`src/rtl/group_accum.sv`:
```
// Reduces up to GROUP input beats into one result (running sum or running max of
// per-beat lane sums) and holds it in a single valid/ready output register.
module group_accum #(
  parameter int N_LANE = 2,
  parameter int IW     = 4,
  parameter int GROUP  = 3,
  parameter int OW     = IW + $clog2(N_LANE) + $clog2(GROUP),
  parameter int MODE   = 0
) (
  input  logic                         clk,
  input  logic                         rst,
  input  logic                         i_valid,
  output logic                         i_ready,
  input  logic [IW-1:0]                i [N_LANE],
  input  logic                         i_last,
  output logic                         o_valid,
  input  logic                         o_ready,
  output logic [OW-1:0]                o,
  output logic [$clog2(GROUP+1)-1:0]   o_cnt
);

  localparam int CW = (GROUP > 1) ? $clog2(GROUP) : 1;
  localparam int KW = $clog2(GROUP + 1);

  logic [CW-1:0] r_cnt;
  logic [OW-1:0] r_acc;
  logic [OW-1:0] r_o;
  logic [KW-1:0] r_ocnt;
  logic          r_ovalid;

  logic [OW-1:0] w_beat;
  logic [OW-1:0] w_acc_next;
  logic [KW-1:0] w_cnt_inc;
  logic          w_accept;
  logic          w_close;

  // Handshake: a beat transfers on a rising clk edge when i_valid && i_ready, a
  // result transfers when o_valid && o_ready. i_ready looks only at the output
  // register, so a held result can drain while a new group closes on the same edge.
  assign i_ready  = !r_ovalid || o_ready;
  assign w_accept = i_valid && i_ready;

  // Adding in OW bits wraps exactly like truncating the full-width lane sum.
  always_comb begin
    w_beat = '0;
    for (int k = 0; k < N_LANE; k++) begin
      w_beat = w_beat + OW'(i[k]);
    end
  end

  always_comb begin
    w_acc_next = w_beat;
    if (r_cnt != '0) begin
      if (MODE == 0) begin
        w_acc_next = r_acc + w_beat;
      end else begin
        w_acc_next = (w_beat > r_acc) ? w_beat : r_acc;
      end
    end
  end

  assign w_close   = w_accept && (i_last || (r_cnt == CW'(GROUP - 1)));
  assign w_cnt_inc = KW'(r_cnt) + KW'(1);

  always_ff @(posedge clk or negedge rst) begin
    if (!rst) begin
      r_cnt    <= '0;
      r_acc    <= '0;
      r_o      <= '0;
      r_ocnt   <= '0;
      r_ovalid <= 1'b0;
    end else begin
      if (w_accept) begin
        r_acc <= w_acc_next;
        r_cnt <= w_close ? '0 : r_cnt + CW'(1);
      end
      if (w_close) begin
        r_o      <= w_acc_next;
        r_ocnt   <= w_cnt_inc;
        r_ovalid <= 1'b1;
      end else if (o_ready) begin
        r_ovalid <= 1'b0;
      end
    end
  end

  assign o_valid = r_ovalid;
  assign o       = r_o;
  assign o_cnt   = r_ocnt;

endmodule

```
`config.mk`:
```
export PLATFORM = sky130hd
export DESIGN_NAME = group_accum
export DESIGN_NICKNAME = d
export VERILOG_FILES = /design/src/rtl/group_accum.sv
export SDC_FILE = /design/constraint.sdc
export NUM_CORES = 1
export LEC_CHECK = 0
export CORE_MARGIN = 3
export CORE_UTILIZATION = 30
export DETAILED_ROUTE_END_ITERATION = 8
export GPL_TIMING_DRIVEN = 0
export SLEW_MARGIN = 10
export SYNTH_ARGS = -nofsm -noshare
export SYNTH_HDL_FRONTEND = slang
export SYNTH_SLANG_ARGS = --single-unit
export TNS_END_PERCENT = 10
```
`constraint.sdc`:
```
create_clock -name clk -period 3.7 [get_ports clk]
set_clock_uncertainty 0.15 [all_clocks]
set_input_delay 0.74 -clock clk [delete_from_list [all_inputs] [get_ports clk]]
set_output_delay 0.74 -clock clk [all_outputs]
set_load 0.02 [all_outputs]
```
Yosys cells after proc, flatten, opt, wreduce, memory -nomap -nowiden
Cells that the tools add are included.

Add/subtract/negate cells: 3. Eq/ne operators: 1. Muxes and demuxes: 4. Reductions and logical operators: 7.

Operators with widths (count): 7-bit by 5-bit adder with 7-bit output (1); 7-bit 2-to-1 mux (1); 4-bit by 4-bit adder with 5-bit output (1); 2-bit nonzero test (2); 2-bit by 1-bit adder with 2-bit output, second input constant (1); 2-bit == test, second input constant (1); 1-bit logical AND (2); 1-bit logical OR (2); 1-bit 2-to-1 mux (2); 2-bit 2-to-1 mux (1); 1-bit zero test (1).

Register bits: 19. Bits of input ports: 13. Output and inout port bits: 11. Word-level logic and storage cells: 20.

Logic depth before layout (Yosys ltp)
Word-level depth: 5. Gate-level depth with buffers: 10. Depth with buffers taken out: 10.

Least setup slack after synthesis
Ideal clock, no wire load.

Path kind: input port to flip-flop. From: input port i[0] in the netlist's numbering. To: register r_o[6], in the netlist o[6]. Setup time: 0.121 ns. Arrival: 2.615 ns. Data required time: 3.429 ns. Path slack: 0.814 ns. Stages on the path: 8. Buffers on the path: 0. Cell sequence: ha_1 > fa_1 > fa_1 > a21o_2 > nand4_1 > nand3_1 > xor2_1 > a22o_1.

Word-level cells in the longest chain between the ends: 3.

Ends and longest elaborated chain: from (decl) (line 14) `input logic [IW-1:0] i [N_LANE],`; 4-bit by 4-bit adder with 5-bit output (line 47) `w_beat = w_beat + OW'(i[k]);`; 7-bit by 5-bit adder with 7-bit output (line 55) `w_acc_next = r_acc + w_beat;`; 7-bit 2-to-1 mux (line 53) `if (r_cnt != '0) begin`; to (signal assigned) (line 78) `r_o <= w_acc_next;`; to (decl) (line 27) `logic [OW-1:0] r_o;`.

No other way between the ends. A chain may end at the register's enable or synchronous reset.

Final worst setup path
From: input port i[0] in the netlist's numbering. To: register r_acc[5].

Word-level cells in the longest chain between the ends: 3.

Ends and longest elaborated chain: 4-bit by 4-bit adder with 5-bit output (line 47); 7-bit by 5-bit adder with 7-bit output (line 55); 7-bit 2-to-1 mux (line 53); to (signal assigned) (line 74) `r_acc <= w_acc_next;`; to (decl) (line 26) `logic [OW-1:0] r_acc;`.

No other way between the ends.

==> impl_metrics.ini <==
[critical_path]
crit_path_frequent_cell = ha_1
cp_slowest_cell = fa_1
rr_endpoint = o[6]
r2r_setup_slack_ns = 1.59
reg2reg_depth = 7
path_class = in2reg
required_ns = 3.69
cp.arrival_ns = 3.16
cp-start-kind = input pin
crit_family = adder cells
r2r-start = r_acc[0]
crit_fanout = 3
cp_cell_sequence = clkdlybuf4s50_1 -> ha_1 -> fa_1 -> ha_1 -> a211oi_2 -> o21bai_1 -> a21oi_2 -> nor4_1 -> a221o_2
critPathBufInv = 1
slowest_delay_ns = 0.56
endpoint_kind = register

[cts]
clock_sinks = 19
cts_resized = 0
cts_max_level = 1
clk_pin_slew_worst_paths_ns = 0.08
cts_buffers = 3
cts_tree = done
cts_hold_buf = 0
cts-root-buf = clkbuf_8
clkLatencyLatePin_ns = 0.26
cts_setup_buffers = 0
cts_buffer_depth = 2

[layout]
syn2layout_area_growth_pct = 29.0
nets = 165
fin_util_pct = 40.6
multi_input_area_um2 = 648
seqCellArea_um2 = 475
antenna_cells = 0
fillCellCount = 386
final_cell_count_no_fill = 185
drive_above_1_share_pct = 12.4

[sta]
slew_viol_final = 0
setup_viol = 0
hold_viol_final = 0
finalCritPeriodShare_pct = 85.6
slew_headroom_pct = 44.0
worstMarginPinSlew_ns = 0.838
period_needed_ns = 3.17
fmax_ghz = 0.316
final.setup.tns_ns = 0
hold_slack_ns = 0.342
rsz0062_at_grt = false

[grt]
grt_max_degree = 20
grt_pass1_vias = 866
overflow = 0
grt.total_usage_pct = 11.0
antenna_found_initial = 0
grt_pass1_wl_mm = 3.92

[placement]
dpl.cell_count = 181
portBuffers = 23
routabilityCongestion = 0.723
dpl.hpwl_mm = 1.74

[synthesis]
synth_cell_types = 30
synth_area_mm2 = 0.00117
synth_fp_nets = 137
yosys.area.top_type = dfrtp_1
synth_area_per_cell_um2 = 10.6
synthTopCellsByArea = dfrtp_1 41%, ha_1 13%, o21ai_0 5.6%
synth.ff_latch_count = 19
synth_warnings = 0
netlist.area_leader.share_pct = 40.6
syn_inst = 110
yosysSeqAreaShare_pct = 40.6

[status]
status = finished, final reports clean

[drt]
drt_first_pass_iters = 4
initialDrtViolationCount = 15
wire_per_inst_um = 11.9
ant_nets = 0
viasPerCell = 4.59
wirelength_mm = 2.21
drc_errors = 0
vias = 850

[flow_run]
max_cap_violations = 0

[die]
dieArea_mm2 = 0.00468
die_h_um = 68.4
io_pins = 24
start_util_pct = 31.5
fp.dieW_um = 68.4
design.core.area_mm2 = 0.00372
rows = 22

[min_path]
min_path_type = reg2reg
whs_endpoint = o_cnt[0]
min_from = o_cnt[0]
min_path_cells = 2

[power_and_ir_drop]
ir_drop_mv = 0.185
p_per_area_mw_per_mm2 = 699
p_leak_nw = 0.703
-- metrics by stage --
step                worst slack (ns)  power (mW)  instance area [um2]
floorplan                      0.814       0.729                 1170
detailed placement             0.257       0.914                 1460
finish                         0.534        1.05                 1510
CTS                            0.532        1.07                 1510
global placement               0.276       0.895                 1460
global route                   0.312        1.15                 1510
-- final cells by class --
type	count	area share (%)
buffer	5	2.57
clock inverter	1	0.498
sequential	19	31.5
tap	48	3.98
timing repair buffer	23	15.3
multi-input combinational	84	43.0
inverter	2	0.498
clock buffer	3	2.74
-- cell families (layout without fill, tap and decap cells) --
family	Yosys count	in the layout	share of synthesized area, %
simple gates	29	29	12.1
compound gates	26	26	14.7
flops	19	19	40.6
fa+ha+maj	14	14	16.3
mux	8	8	7.17
xor+xnor	7	7	5.24
buf+inv	7	34	3.96
-- worst max-delay path by stage --
stage	startpoint	to	slack (ns)	cells after the start
floorplan	i[0]	o[6]	0.81	8
global placement	i[0]	o[6]	0.28	9
detailed placement	i[0]	r_acc[5]	0.26	9
CTS	i[0]	r_acc[5]	0.53	9
global route	i[0]	r_acc[5]	0.31	10
finish	i[0]	r_acc[5]	0.53	9
-- metal layers --
layer	vias up	routed length (um)	GRT usage, %
met4	0	19	4.47
li1	439	-	-
met2	12	1120	18.1
met1	397	999	14.0
met3	2	71	1.81
met5	-	0	0
-- worst register-to-register path, cell delays in order, from the launching register on --
cell,delay [ns]
dfrtp_1,0.38
ha_1,0.24
fa_1,0.43
a21o_2,0.24
nand4_1,0.08
nand3_1,0.13
xor2_1,0.17
a22o_1,0.19
-- Yosys cell counts --
cell type  number
inv_1           2
buf_4           1
o21bai_1        1
clkbuf_2        1
nand2b_4        1
buf_6           2
dfrtp_1        19
nand3_1         2
or2_1           1
mux2_2          3
xor2_1          3
clkbuf_1        1
o21ai_0        13
a221o_2         1
nor2b_1         1
a211oi_2        1
xnor2_1         4
fa_1            2
nor2_1          5
a21o_1          4
mux2i_1         5
nand2_4         1
nor4_1          2
a21oi_1         2
ha_1           12
nand2_1        15
a22o_1          2
a21oi_2         1
nand4_1         1
a21o_2          1
-- sequential cells by signal, indices dropped and copies added, names as in the netlist --
name,flops
o_valid,1
r_cnt,2
o,7
o_cnt,2
r_acc,7
-- power by group --
part           switching (mW)  internal [mW]
Clock                  0.0747         0.0759
Combinational           0.285          0.276
Sequential             0.0534          0.290
Total                   0.413          0.642
-- cells in the final DEF, fill, tap and decap left out, drive strengths merged, types with 3 or more instances in the layout --
cell,count
a21o,5
xnor2,4
ha,12
nand2,16
o21ai,13
clkdlybuf4s50,23
buf,3
a21oi,3
nor2,5
mux2i,5
clkbuf,5
dfrtp,19
xor2,3
mux2,3
Power figures use the tool's default switching activity.
